[src/rtl/l2_burst_adapter.sv]
// l2_burst_adapter: serializes 256-bit L2 line reads/writes into 64-bit memory
// bursts and returns a single-cycle completion pulse to the L2.
module l2_burst_adapter #(
    parameter int unsigned ADDR_W = 32,
    parameter int unsigned BEAT_W = 64,
    parameter int unsigned BEATS  = 4,
    localparam int unsigned LINE_W = BEAT_W * BEATS
) (
    input  logic              clk,
    input  logic              rst,
    input  logic [LINE_W-1:0] line_i,
    output logic [LINE_W-1:0] line_o,
    input  logic [ADDR_W-1:0] address_i,
    input  logic              read_i,
    input  logic              write_i,
    output logic              resp_o,
    input  logic [BEAT_W-1:0] burst_i,
    output logic [BEAT_W-1:0] burst_o,
    output logic [ADDR_W-1:0] address_o,
    output logic              read_o,
    output logic              write_o,
    input  logic              resp_i
);

    localparam int unsigned CNT_W = (BEATS > 1) ? $clog2(BEATS) : 1;
    localparam int unsigned OFF_W = $clog2(LINE_W / 8);

    typedef enum logic [1:0] {IDLE, RD, WR, DONE} state_t;

    state_t              state_q;
    logic [CNT_W-1:0]    cnt_q;
    logic [CNT_W-1:0]    cnt_d;
    logic [LINE_W-1:0]   line_q;
    logic [LINE_W-1:0]   wline_q;
    logic [ADDR_W-1:0]   addr_q;
    logic                read_q;
    logic                write_q;
    logic                resp_q;
    logic [BEAT_W-1:0]   burst_d;
    logic                last_beat;
    logic [ADDR_W-1:0]   addr_aligned;
    logic                unused_addr_bits;

    assign last_beat        = (cnt_q == CNT_W'(BEATS - 1));
    assign addr_aligned     = {address_i[ADDR_W-1:OFF_W], OFF_W'(0)};
    assign unused_addr_bits = ^address_i[OFF_W-1:0];

    // Beat counter advance, wrapping to zero after the final beat.
    always_comb begin
        cnt_d = cnt_q + 1'b1;
        if (last_beat) begin
            cnt_d = '0;
        end
    end

    // Write beat selected straight from the latched line; zero outside WR.
    always_comb begin
        burst_d = '0;
        if (state_q == WR) begin
            burst_d = wline_q[cnt_q*BEAT_W +: BEAT_W];
        end
    end

    // Transfer FSM with registered request/response outputs.
    always_ff @(posedge clk) begin
        if (rst) begin
            state_q <= IDLE;
            cnt_q   <= '0;
            line_q  <= '0;
            wline_q <= '0;
            addr_q  <= '0;
            read_q  <= 1'b0;
            write_q <= 1'b0;
            resp_q  <= 1'b0;
        end else begin
            case (state_q)
                IDLE: begin
                    resp_q <= 1'b0;
                    if (write_i) begin
                        wline_q <= line_i;
                        addr_q  <= addr_aligned;
                        cnt_q   <= '0;
                        write_q <= 1'b1;
                        state_q <= WR;
                    end else if (read_i) begin
                        addr_q  <= addr_aligned;
                        cnt_q   <= '0;
                        read_q  <= 1'b1;
                        state_q <= RD;
                    end
                end
                RD: begin
                    if (resp_i) begin
                        line_q[cnt_q*BEAT_W +: BEAT_W] <= burst_i;
                        cnt_q <= cnt_d;
                        if (last_beat) begin
                            read_q  <= 1'b0;
                            resp_q  <= 1'b1;
                            state_q <= DONE;
                        end
                    end
                end
                WR: begin
                    if (resp_i) begin
                        cnt_q <= cnt_d;
                        if (last_beat) begin
                            write_q <= 1'b0;
                            resp_q  <= 1'b1;
                            state_q <= DONE;
                        end
                    end
                end
                DONE: begin
                    resp_q  <= 1'b0;
                    state_q <= IDLE;
                end
                default: begin
                    read_q  <= 1'b0;
                    write_q <= 1'b0;
                    resp_q  <= 1'b0;
                    state_q <= IDLE;
                end
            endcase
        end
    end

    assign line_o    = line_q;
    assign resp_o    = resp_q;
    assign burst_o   = burst_d;
    assign address_o = addr_q;
    assign read_o    = read_q;
    assign write_o   = write_q;

endmodule

[config.mk]
export PLATFORM = sky130hd
export DESIGN_NAME = l2_burst_adapter
export DESIGN_NICKNAME = d
export VERILOG_FILES = /design/src/rtl/l2_burst_adapter.sv
export SDC_FILE = /design/constraint.sdc
export NUM_CORES = 1
export LEC_CHECK = 0
export ABC_AREA = 1
export BUFFER_PORTS_ARGS = -buffer_cell sky130_fd_sc_hd__buf_2
export CAP_MARGIN = 20
export CORE_AREA = 2 2 279 281
export CTS_CLUSTER_SIZE = 20
export DETAILED_ROUTE_END_ITERATION = 7
export DIE_AREA = 0 0 281 283
export PLACE_DENSITY_LB_ADDON = 0.25
export RECOVER_POWER = 100
export SETUP_SLACK_MARGIN = 0.3
export SYNTH_ARGS = -nofsm -noshare
export SYNTH_HDL_FRONTEND = slang
export SYNTH_SLANG_ARGS = --single-unit
[constraint.sdc]
create_clock -name clk -period 6.25 [get_ports clk]
set_input_delay 0.3125 -clock clk [delete_from_list [all_inputs] [get_ports clk]]
set_output_delay 0.3125 -clock clk [all_outputs]
set_load 0.05 [all_outputs]
Word level (Yosys, flattened, before mapping)
Cells that the tools add are included.
Word-level totals
  flip-flop bits (word level): 551
  bits of input ports: 357
  word-level logic and storage cells: 66
Operators by class
  $add $sub $neg: 2
  equality and inequality tests: 14
  shift operators: 3
  multiplexer cells: 24
  reductions and logical operators: 15
Operators by type and width (number)
  $bwmux 256: 1
  $shift 64x34->256 const A: 1
  $shiftx 256x9->64: 1
  $shiftx 64x34->256: 1
  $mux 32: 2
  $mux 64: 1
  $neg 8->34: 1
  $mux 2: 8
  $ne 2x2->1 const B: 7
  $reduce_and 2->1: 4
  $reduce_bool 2->1: 4
  $mux 1: 7
  $eq 2x2->1 const B: 3
  $pmux 1 s2: 3
  $pmux 2 s3: 1
  $reduce_and 3->1: 2
  $reduce_and 5->1: 1
  $ne 2x1->1 const B: 2
  $pmux 2 s2: 1
  $reduce_and 4->1: 1
  $reduce_or 2->1: 2
  $ne 3x3->1 const B: 1
  $add 2x1->2 const B: 1
  $eq 2x1->1 const B: 1
  $logic_not 2->1: 1

Depth between registers and ports, before layout
Gate-level depths: netlist of the first run.
  depth in word-level cells: 4
  mapped depth: 11

Worst setup path after synthesis of the first run
Ideal clock, no wire load.
  path type: flip-flop to output port
  start: register cnt_q[0]
  end: output burst_o[53]
  arrival time: 1.805 ns
  data required time: 5.938 ns
  path slack: 4.133 ns
  stages on the path, launching flop included: 8
  path buffers: 3
  cell sequence: dfxtp_1 -> buf_6 -> buf_6 -> buf_2 -> nor2_1 -> nor2_1 -> o21ai_0 -> a21oi_1
Between the ends
  word-level cells in the longest chain between the ends: 2
RTL lines
  from (decl): RTL line 31  | logic [CNT_W-1:0] cnt_q;
  from (signal assigned): RTL line 95  | cnt_q <= cnt_d;
  from (signal assigned): RTL line 105  | cnt_q <= cnt_d;
  $shiftx 256x9->64: RTL line 60  | burst_d = wline_q[cnt_q*BEAT_W +: BEAT_W];
  $mux 64: RTL line 59  | if (state_q == WR) begin
  to (decl): RTL line 18  | output logic [BEAT_W-1:0] burst_o,
No other way between the ends.

Final worst setup path of the first run
  start: register cnt_q[1]
  end: register line_q[60] (netlist: line_o[60])
Between the ends
  word-level cells in the longest chain between the ends: 3
  elaborated cells between the ends (all ways): 4
  those cells by class: add/sub (1); shift (2); mux (1)
RTL lines
  $neg 8->34 *: RTL line 94  | line_q[cnt_q*BEAT_W +: BEAT_W] <= burst_i;
  $shiftx 64x34->256 or $shift 64x34->256 (tied branches): RTL line 94
  $bwmux 256 *: RTL line 94
  to (signal, indexed assignment): RTL line 94
  to (decl): RTL line 33  | logic [LINE_W-1:0] line_q;
Mark *: on every way between the ends. The rest lies on a longest branch, timed or not.
A chain may end at the register's enable or synchronous reset.

==> results by group, run 1 <==
Outcome
  • Outcome: complete, but fails checks
  • Failing checks: capacitance limit, slew limit

Power
  • Max IR drop VDD: 0.2781 mV
  • LEAKAGE: 12.27 nW
  • PD cells: 404.9 nW/um^2

Timing
  • # setup viols final: 0
  • RSZ-0062 raised after global routing: no
  • Max Slew Vio Count: 340
  • Fin. Hold Viols: 0
  • Post-route clock skew: approximately 31 ps
  • Max-slew headroom: -104.6%
  • Max Freq: just over 200 MHz
  • Final worst path period share: 77.22%
  • Setup TNS: 0 ps
  • Min Tclk post-route: 4826 ps
  • Hold Slack: 34.00 ps
  • Worst-Margin Slew: between 3000 and 4000 ps

CTS
  • Root buffer cell: clkbuf_16
  • Clk Latency, worst-skew pair: 600 ps
  • Number of CTS-inserted buffers: 67
  • Clock buffer depth: 3
  • CTS tree: built
  • Post-CTS Setup Bufs: 0
  • H-tree lvl count: 3
  • Sink Count: between 500 and 600
  • Clock transition at path regs: 60 ps

Critical path
  • Crit end category: flip-flop
  • CP required: 6770 ps
  • Crit path max fanout: 31
  • Critical path startpoint category: flip-flop
  • R2R Path Start: cnt_q[1]$_SDFFE_PP0P_
  • Worst reg2reg setup slack: between 1000 and 1500 ps
  • Crit Path Category: flip-flop to flip-flop
  • Worst setup path endpoint: line_o[60]$_SDFFE_PP0P_
  • Register-to-Register Path Depth: 6
  • Reg-to-Reg End: line_o[60]$_SDFFE_PP0P_
  • Worst Path Arrival: 5340 ps
  • CP startpoint: cnt_q[1]$_SDFFE_PP0P_

Floorplanning
  • Row cnt: 102
  • Die area: around 80,000 sq um
  • Initial Utilization: 29.02%
  • Die Width: 281 um
  • # IOs: 712
  • Die Ht: 283 um
  • Core ar.: 76,700 sq um

Yosys
  • Synth Register Bits: 546
  • Post-synth ARST share: 0%
  • Mapped Avg Cell Area: 7.216 sq um
  • Seq/Total Area, Yosys: 49.10%
  • Top-count cell post-synth: nor2_1
  • Synth area leader: dfxtp_1
  • Yosys top cell area share: 49.10%
  • Syn Inst Count: 3,085
  • Top cells by area, synth: dfxtp_1 49%, nor2_1 15%, o21ai_0 9.6%
  • Synth unique cells: 23
  • Post-synth EDFFs: 0
  • Post-synth top cells: 890 x nor2_1, 546 x dfxtp_1, 425 x o21ai_0, 315 x a21oi_1, 287 x nand2_1
  • Synth Flop Type: dfxtp_1
  • Synth warn: 0
  • Mapped Area: 22,260 sq um

Hold path
  • Hold Path Class: primary input to flip-flop

GRT
  • Total Routing Usage GR: a little over a fifth
  • Largest net degree at the start of global routing: 211
  • Initial antenna violation count: 26
  • GRT overflow: 0
  • First-pass GRT wire length: 133,200 um
  • Number of global-route vias before repair: 22.79k

Flow run
  • Max Cap Viol: 5

Cells and area
  • Area delta synth->final: 38.51%
  • Post-layout util: 40.20%
  • Post-route cell area: 30,830 sq um
  • Layout cells sized above 1: around an eighth
  • Nets@finish: roughly 4.3k

Routing
  • 1st-pass router iterations: 6
  • Starting DRC count in detailed routing: around 1.5k
  • Final antenna-violating net count: 0
  • Vias/cell: 4.698
  • Drt wl/cell: 17.50 um
  • DRC: 0
  • Via count: 23.70k
  • DRT Wirelength: 88,250 um

Placement
  • Post-DP Area: 26,050 sq um
  • I/O Buffers: 701
  • Post-DP HPWL: roughly 56,000 um
  • GP Congestion: between 0.8 and 0.9
sequential cells by signal (all words and copies together) (netlist names):
signal	flops
line_o	256
wline_q	256
address_o	27
cnt_q	2
state_q	2
read_o	1
resp_o	1
write_o	1
worst min path at each step:
| stage | start | endpoint | slack [ps] | cells after the start |
|---|---|---|---|---|
| 4_1_cts | burst_i[32] | line_o[160]$_SDFFE_PP0P_ | 0.6 | 3 |
| 2_1_floorplan | address_i[10] | address_o[10]$_SDFFE_PP0P_ | 450 | 2 |
| 3_3_place_gp | resp_o$_SDFFE_PP0P_ | resp_o$_SDFFE_PP0P_ | 450 | 1 |
| 6_report | line_i[137] | wline_q[137]$_SDFFE_PP0P_ | 30 | 3 |
| 5_1_grt | burst_i[47] | line_o[47]$_SDFFE_PP0P_ | 20 | 3 |
| 3_5_place_dp | line_o[244]$_SDFFE_PP0P_ | line_o[244]$_SDFFE_PP0P_ | 450 | 2 |
cells in the final DEF (no fill, tap or decap), types with 2 or more instances in the layout:
| cell type | count |
|---|---|
| clkbuf_8 | 4 |
| buf_4 | 24 |
| inv_1 | 75 |
| clkinvlp_4 | 2 |
| a21oi_2 | 5 |
| clkbuf_16 | 70 |
| nand3_1 | 131 |
| nor2_4 | 4 |
| buf_12 | 3 |
| nor2_1 | 893 |
| clkinv_2 | 13 |
| diode_2 | 11 |
| clkbuf_2 | 3 |
| a21oi_1 | 316 |
| conb_1 | 5 |
| buf_2 | 352 |
| clkinv_8 | 3 |
| o21ai_0 | 442 |
| inv_2 | 2 |
| inv_8 | 2 |
| inv_6 | 3 |
| dlygate4sd3_1 | 317 |
| o21ai_1 | 103 |
| nand2_1 | 288 |
| nor3_1 | 2 |
| clkbuf_1 | 367 |
| dfxtp_1 | 546 |
| ha_1 | 10 |
timing repair:
action / 4_1_cts / 5_1_grt
hold endpoints to repair: 350 / 0
resized for setup: 0 / 0
hold buffers: 317 / 0
layer usage:
layer  GRT usage, %  wire length [um]  vias to the layer above
li1               -                 -                    11800
met1          25.02             36700                    10960
met2          35.88             41380                      721
met3          6.135              7005                      190
met4          8.222              3028                       24
met5              0               138                        -
logic make-up after synthesis:
| family | count (synthesis) | synth area share, % |
|---|---|---|
| AOI/OAI and AO/OA | 867 | 19.60 |
| other | 1 | 0.01685 |
| buffers and inverters | 340 | 7.464 |
| DFF | 546 | 49.10 |
| adders and majority gates | 10 | 0.5621 |
| and+or+nand+nor | 1321 | 23.25 |
area by class of cell:
| type | count | area [sq um] |
|---|---|---|
| timing repair buffer | 1048 | 6500 |
| sequential | 546 | 10930 |
| tap | 1040 | 1301 |
| clock inverter | 23 | 193.9 |
| antenna | 11 | 27.53 |
| inverter | 81 | 321.6 |
| multi-input combinational | 2203 | 9684 |
| fill | 8258 | 45870 |
| clock buffer | 92 | 1874 |
worst max-delay path, stage by stage (launching register included):
cell and delay [ps]:
dfxtp_1 1030, inv_1 200, ha_1 390, nor2_1 2230, buf_4 560, nand3_1 140
a21oi_2 160
through the flow:
step,setup slack [ps],cells,total power [W]
2_1_floorplan,4133,3089,0.007598
3_3_place_gp,2809,4601,0.008749
3_5_place_dp,2790,4601,0.008778
4_1_cts,2522,5033,0.01270
5_1_grt,1196,5042,0.01328
6_report,1424,5044,0.01249
power breakdown:
group	internal, W	switching [W]
Sequential	0.00415	0.000343
Combinational	0.00110	0.00317
Clock	0.00215	0.00157
Note: power is estimated with default switching activity, not from simulation.
==> run 2: changes to the inputs <==
==> constraint.sdc (replaced) <==
create_clock -name clk -period 4 [get_ports clk]
set_input_delay 0.2 -clock clk [delete_from_list [all_inputs] [get_ports clk]]
set_output_delay 0.2 -clock clk [all_outputs]
set_load 0.05 [all_outputs]
==> run 2 against run 1 <==
  * The run ends with DRC, capacitance limit, slew limit left
  * Combinational power increased by 58%
  * Sequential power rose by 56%
  * Via count grew 0.92%
  * Design area grew 1.6%
  * Clock power rose by 56%
  * Worst hold slack better by 18 ps
  * Final cell count up 0.79%
  * First-iteration DRC count is 8.9% lower
  * Largest cell class unchanged
  * Largest power group unchanged
==> results by group, run 2 (synthesis gave the netlist of run 1 again) <==
Power
  • Switch share: 40.55% (-0.14 points)
  • Combinational fraction of design power: 34.5% (+0.3 points)
  • Internal power: 0.01165 W (+57%)
  • P_sw: 0.007949 W (+56%)
  • LEAKAGE: 12.49 nW (+1.8%)
  • PD cells: 625.5 nW/um^2 (+54%)
  • Clock share of power: 29.6% (-0.2 points)
  • Max IR drop VDD: 0.3138 mV (+13%)
  • Sequential power share: 35.9% (about the same)

GRT
  • Number of global-route vias before repair: 23.19k (+1.7%)
  • First-pass GRT wire length: 135,100 um (+1.4%)
  • Initial antenna violation count: 24 (-7.7%)
  • GRT overflow: 0 (unchanged)
  • Largest net degree at the start of global routing: 131 (-38%)
  • Total Routing Usage GR: 21.52% (+0.37 points)

Routing
  • DRT Wirelength: 89,450 um (+1.4%)
  • Drt wl/cell: 17.59 um (+0.56%)
  • Vias/cell: 4.704 (+0.13%)
  • 1st-pass router iterations: 8 (+2)
  • Final antenna-violating net count: 0 (unchanged)
  • Via count: 23.91k (+0.92%)
  • Starting DRC count in detailed routing: 1,343 (-8.9%)
  • DRC: 1 (+1)

Floorplanning
  • # IOs: 712 (unchanged)
  • Row cnt: 102 (unchanged)
  • Die Width: 281 um (unchanged)
  • Core ar.: 76,700 sq um (unchanged)
  • Die Ht: 283 um (unchanged)
  • Initial Utilization: 29.02% (unchanged)
  • Die area: 79,520 sq um (unchanged)

Critical path
  • CP required: 3800 ps (-2970 ps)
  • Slowest-stage cell, CP: clkbuf_1
  • Top delay family on crit path: buffers and inverters
  • Crit path max fanout: 40 (+29%)
  • Crit Path Category: flip-flop to output port
  • Max stage delay on crit path: 760 ps (-1470 ps)
  • Critical path buffers and inverters: 3 (+1)
  • Worst Path Arrival: 3160 ps (-2180 ps)
  • Cells along the critical path: clkbuf_2 > buf_4 > nor2_1 > o21ai_0 > a21oi_1 > clkbuf_1
  • Crit end category: output port
  • Critical path startpoint category: flip-flop

Timing
  • Post-route clock skew: 27.99 ps (-3.105 ps)
  • Fin. Hold Viols: 0 (unchanged)
  • Min Tclk post-route: 3357 ps
  • Final worst path period share: 83.93%
  • Post-layout worst setup margin: 642.6 ps (-781.4 ps)
  • Max-slew headroom: -16.82% (+88 points)
  • Max Slew Vio Count: 203 (-40%)
  • Setup TNS: 0 ps (unchanged)
  • Worst-Margin Slew: 1752 ps (-1317 ps)
  • # setup viols final: 0 (unchanged)
  • Max Freq: 297.9 MHz
  • RSZ-0062 raised after global routing: no

Cells and area
  • Final Non-Filler Cells: 5,084 (+0.79%)
  • Most frequent cells in the layout: 891 x nor2_1, 545 x dfxtp_1, 469 x o21ai_0
  • Nets@finish: 4,358 (+1.0%)
  • Layout cells sized above 1: 12.62% (+0.22 points)
  • Most common cell after layout, fill and taps aside: nor2_1
  • Area delta synth->final: 40.78%

CTS
  • Clk Latency, worst-skew pair: 610 ps (about the same)
  • Root buffer cell: clkbuf_16
  • Sink Count: 546 (unchanged)
  • H-tree lvl count: 3 (unchanged)
  • Cts repair resizes: 0 (unchanged)
  • Clock transition at path regs: 60 ps (about the same)
  • Post-CTS Setup Bufs: 0 (unchanged)
  • Clock buffer depth: 3 (unchanged)
  • CTS tree: built
  • Number of CTS-inserted buffers: 66 (-1.5%)

Hold path
  • Hold Path Class: primary input to flip-flop

Placement
  • I/O Buffers: 701 (unchanged)
  • Dpl ws: 1337 ps (-1453 ps)
  • Cells after DPL: 4,614 (+0.28%)
  • Post-DP HPWL: 57,070 um (+2.0%)
  • GP Congestion: 0.8161 (+1.5%)

Outcome
  • Outcome: complete, but fails checks
  • Failing checks: DRC, capacitance limit, slew limit

Flow run
  • Max Cap Viol: 3 (-2)
run 2: repair_timing:
| item | CTS | global route |
|---|---|---|
| hold endpoints to repair | 527 | 0 |
| setup endpoints to repair | 0 | 0 |
| hold buffers | 349 | 0 |
run 2: area by class of cell:
type / instances / area, sq um
Antenna cell: 11 / 27.53
Clock buffer: 93 / 1894
Clock inverter: 17 / 166.4
Fill cell: 8253 / 45360
Inverter: 81 / 321.6
Multi-Input combinational cell: 2203 / 9692
Sequential cell: 546 / 10930
Tap cell: 1040 / 1301
Timing Repair Buffer: 1093 / 7003
run 2: metal layers:
layer / global-route usage, % / vias to the layer above / part of all wire [%] / wire length, um
li1: - / 11880 / - / -
met1: 25.98 / 11110 / 42 / 37810
met2: 36.57 / 718 / 47 / 42330
met3: 5.129 / 183 / 6.8 / 6093
met4: 8.650 / 22 / 3.4 / 3075
met5: 0 / - / 0.16 / 143
run 2: path summary, 6_finish.rpt:
kind	startpoint	endpoint	slack (ps)	cells past startpoint
setup / recovery	cnt_q[1]$_SDFFE_PP0P_	burst_o[60]	640	6
hold / removal	write_i	cnt_q[1]$_SDFFE_PP0P_	50	5
setup reg to reg	cnt_q[0]$_SDFFE_PP0P_	line_o[58]$_SDFFE_PP0P_	670	8
hold reg to reg	line_o[240]$_SDFFE_PP0P_	line_o[240]$_SDFFE_PP0P_	460	2
run 2: worst reg2reg max path, cell delays in order (launching register included):
cell      delay (ps)
dfxtp_4          580
inv_4            100
ha_1             230
inv_1             90
clkbuf_2        1110
nor2_1            60
clkbuf_4         550
nand3_1          410
a21oi_2           70
run 2: power by group through the flow:
stage	logic (W)	registers, W	clock network (W)
2_1_floorplan	0.00395	0.00792	0
3_3_place_gp	0.00665	0.00711	0
3_5_place_dp	0.00668	0.00713	0
4_1_cts	0.00697	0.00702	0.00597
5_1_grt	0.00746	0.00716	0.00616
6_report	0.00676	0.00704	0.00581
run 2: through the flow:
step / hold WS (ps) / util (%) / power (W) / instance area, sq um
floorplan: 334.9 / - / 0.01187 / 22280
global placement: 421.5 / 34.27 / 0.01376 / 26290
detailed placement: 429.6 / 34.27 / 0.01381 / 26290
CTS: 53.88 / 41.51 / 0.01996 / 31840
global route: 68.96 / 40.85 / 0.02079 / 31340
finish: 51.88 / 40.86 / 0.01960 / 31340
==> run 3: changes to the inputs <==
--- a/config.mk
+++ b/config.mk
@@ -5,13 +5,13 @@
 export SDC_FILE = /design/constraint.sdc
 export NUM_CORES = 1
 export LEC_CHECK = 0
-export ABC_AREA = 1
+export ABC_AREA = 0
 export BUFFER_PORTS_ARGS = -buffer_cell sky130_fd_sc_hd__buf_2
 export CAP_MARGIN = 20
-export CORE_AREA = 2 2 279 281
+export CORE_AREA = 2 2 280 282
 export CTS_CLUSTER_SIZE = 20
 export DETAILED_ROUTE_END_ITERATION = 7
-export DIE_AREA = 0 0 281 283
+export DIE_AREA = 0 0 282 284
 export PLACE_DENSITY_LB_ADDON = 0.25
 export RECOVER_POWER = 100
 export SETUP_SLACK_MARGIN = 0.3
==> constraint.sdc (replaced) <==
create_clock -name clk -period 2.9 [get_ports clk]
set_input_delay 0.145 -clock clk [delete_from_list [all_inputs] [get_ports clk]]
set_output_delay 0.145 -clock clk [all_outputs]
set_load 0.05 [all_outputs]
==> run 3 against run 2 <==
  * The run now ends clean
  * Routed wire length is 7.5% lower
  * Global-route usage is 2.0 points lower
  * Final cell count is 12% lower
  * Combinational power is 19% lower
  * Via count is 11% lower
  * Register-to-register slack worse by 320 ps
  * Flip-flop and latch count stayed put
  * Non-clock buffer count is 4 higher
  * Die area is 0.71% higher
  * Largest power group unchanged
==> results by group, run 3 <==
Timing
  • Max Slew Vio Count: 0 (-100%)
  • Hold Slack: 295.2 ps (+243.3 ps)
  • Max-slew headroom: 16.98% (+34 points)
  • Fin. Hold Viols: 0 (unchanged)
  • Post-route clock skew: 17.66 ps (-10.32 ps)
  • Setup TNS: 0 ps (unchanged)
  • RSZ-0062 raised after global routing: yes
  • # setup viols final: 0 (unchanged)
  • Max Freq: 383.6 MHz
  • Final worst path period share: 89.89%
  • Worst-Margin Slew: 1245 ps (-506.9 ps)
  • Min Tclk post-route: 2607 ps

Yosys
  • Mapped Avg Cell Area: 8.600 sq um (+19%)
  • Post-synth ARST share: 0% (unchanged)
  • Syn Inst Count: 2,453 (-20%)
  • Synth warn: 0 (unchanged)
  • Mapped Area: 21,100 sq um (-5.2%)
  • Top-count cell post-synth: nand2_1
  • Synth area leader: dfxtp_1
  • Synth Register Bits: 546 (unchanged)
  • Post-synth EDFFs: 0 (unchanged)
  • Top cells by area, synth: dfxtp_1 52%, nand2_1 14%, a21oi_1 11%
  • Synth Flop Type: dfxtp_1
  • Seq/Total Area, Yosys: 51.81% (+2.7 points)
  • Synth unique cells: 39 (+70%)
  • Yosys top cell area share: 51.81% (+2.7 points)
  • Post-synth top cells: 763 x nand2_1, 546 x dfxtp_1, 477 x a21oi_1, 196 x nand3_1, 136 x clkbuf_1

CTS
  • Clk Latency, worst-skew pair: 640 ps (+30 ps)
  • Root buffer cell: clkbuf_16
  • Clock buffer depth: 3 (unchanged)
  • CTS tree: built
  • Clock transition at path regs: 60 ps (about the same)
  • Sink Count: 546 (unchanged)
  • Number of CTS-inserted buffers: 61 (-7.6%)
  • H-tree lvl count: 2 (-1)

Power
  • PD cells: 723.4 nW/um^2 (+16%)
  • LEAKAGE: 11.52 nW (-7.7%)
  • Max IR drop VDD: 0.6162 mV (+96%)
  • Power Total: 0.02236 W (+14%)

Floorplanning
  • Row cnt: 102 (unchanged)
  • Die area: 80,090 sq um (+0.71%)
  • Initial Utilization: 27.41% (-1.6 points)
  • Die Ht: 284 um (+0.35%)
  • Core ar.: 76,960 sq um (+0.33%)
  • # IOs: 712 (unchanged)
  • Die Width: 282 um (+0.36%)

Flow run
  • Max Cap Viol: 0 (-3)

Critical path
  • Crit path max fanout: 65 (+63%)
  • Max stage delay on crit path: 480 ps (-280 ps)
  • Slowest-stage cell, CP: clkbuf_1
  • CP required: 2760 ps (-1040 ps)
  • Critical path startpoint category: flip-flop
  • Crit. path cell count: 4 (-2)
  • Crit Path Category: flip-flop to output port
  • Top delay family on crit path: buffers and inverters
  • Cells along the critical path: buf_12 > mux4_2 > and2_1 > clkbuf_1
  • Register-to-Register Path Depth: 6 (-2)
  • Crit end category: output port
  • Critical path buffers and inverters: 2 (-1)
  • Worst Path Arrival: 2460 ps (-700 ps)

Routing
  • Vias/cell: 4.724 (+0.44%)
  • DRC: 0 (-1)
  • Via count: 21.22k (-11%)
  • Final antenna-violating net count: 0 (unchanged)
  • Starting DRC count in detailed routing: 1,329 (-1.0%)
  • Drt wl/cell: 18.42 um (+4.7%)
  • 1st-pass router iterations: 5 (-3)
  • DRT Wirelength: 82,750 um (-7.5%)

Placement
  • Post-DP HPWL: 52,760 um (-7.6%)
  • I/O Buffers: 701 (unchanged)
  • GP Congestion: 0.8077 (-1.0%)
  • Cells after DPL: 4,015 (-13%)

GRT
  • First-pass GRT wire length: 123,600 um (-8.5%)
  • Initial antenna violation count: 12 (-50%)
  • Total Routing Usage GR: 19.56% (-2.0 points)
  • GRT overflow: 0 (unchanged)
  • Number of global-route vias before repair: 20.83k (-10%)
  • Largest net degree at the start of global routing: 173 (+32%)

Cells and area
  • Final Non-Filler Cells: 4,492 (-12%)
  • Layout cells sized above 1: 17.70% (+5.1 points)
  • Most common cell after layout, fill and taps aside: nand2_1
  • Area delta synth->final: 46.52%
  • Most frequent cells in the layout: 762 x nand2_1, 545 x dfxtp_1, 477 x a21oi_1
  • Nets@finish: 3,758 (-14%)

Hold path
  • Hold Path Stages: 4 (-1)
  • Hold Path Class: primary input to flip-flop

Outcome
  • Outcome: finished, final reports clean
run 3: cell count changes after synthesis, moves of 66 or more:
cell and change:
a21oi_1 +162, inv_1 -68, o21ai_0 -423, nor2_1 -890, nand2_1 +476, nand3_1 +66
o21ai_1 -119
run 3: stage by stage:
| step | utilization (%) | area (sq um) | setup WS (ps) |
|---|---|---|---|
| floorplan | - | 21110 | 451.6 |
| global placement | 33.28 | 25610 | 626.4 |
| detailed placement | 33.28 | 25610 | 583.4 |
| CTS | 40.71 | 31330 | 304.0 |
| global route | 40.16 | 30900 | 156.6 |
| finish | 40.16 | 30910 | 293.1 |
run 3: power breakdown:
| group | leakage (nW) | switching [W] | total (W) | internal (W) |
|---|---|---|---|---|
| registers | 4.44 | 0.000391 | 0.00865 | 0.00826 |
| logic | 6.01 | 0.00359 | 0.00550 | 0.00191 |
| clock network | 1.06 | 0.00331 | 0.00821 | 0.00490 |
| total | 11.5 | 0.00729 | 0.0224 | 0.0151 |
run 3: cell families (layout without fill, tap and decap cells):
| logic type | count (synthesis) | after routing | synth area share (%) |
|---|---|---|---|
| other | 1 | 16 | 0.01778 |
| buffers and inverters | 234 | 1218 | 4.899 |
| DFF | 546 | 546 | 51.81 |
| AOI/OAI and AO/OA | 554 | 554 | 14.82 |
| muxes | 67 | 67 | 6.975 |
| and+or+nand+nor | 1041 | 1041 | 20.88 |
| adders and majority gates | 10 | 10 | 0.5931 |
run 3: worst register-to-register path, delay by kind of cell (launching register included):
| family | cells | cell delay, ps |
|---|---|---|
| fa+ha+maj | 1 | 260 |
| compound gates | 1 | 180 |
| simple gates | 2 | 900 |
| buf+inv | 2 | 750 |
| flops | 1 | 370 |
run 3: path summary, 6_finish.rpt:
| kind | slack (ps) | to | from |
|---|---|---|---|
| hold / removal | 300 | wline_q[1]$_SDFFE_PP0P_ | line_i[1] |
| hold reg to reg | 450 | line_o[86]$_SDFFE_PP0P_ | line_o[86]$_SDFFE_PP0P_ |
| setup / recovery | 290 | burst_o[11] | cnt_q[1]$_SDFFE_PP0P_ |
| setup reg to reg | 350 | wline_q[154]$_SDFFE_PP0P_ | state_q[0]$_SDFFE_PP0P_ |
run 3: per-layer routing:
| layer | up-vias | track usage (%) | share of wire [%] |
|---|---|---|---|
| met5 | - | 0 | 0.030 |
| met4 | 4 | 6.995 | 3.3 |
| met3 | 148 | 5.368 | 7.8 |
| met2 | 757 | 33.39 | 48 |
| met1 | 10060 | 23.34 | 41 |
| li1 | 10250 | - | - |
run 3: what timing repair did:
action	in CTS	in global routing
cloned	1	0
gates resized for setup	2	3
setup buffers	1	0
setup endpoints to repair	46	59
hold buffers	351	0
hold endpoints to repair	545	0
run 3: area by class of cell:
type	count	area, sq um
Inverter	8	30.03
Clock buffer	89	1863
Fill cell	7969	46050
Timing Repair Buffer	1097	7267
Multi-Input combinational cell	1677	9188
Tap cell	1040	1301
Antenna cell	11	27.53
Sequential cell	546	10930
Clock inverter	24	297.8
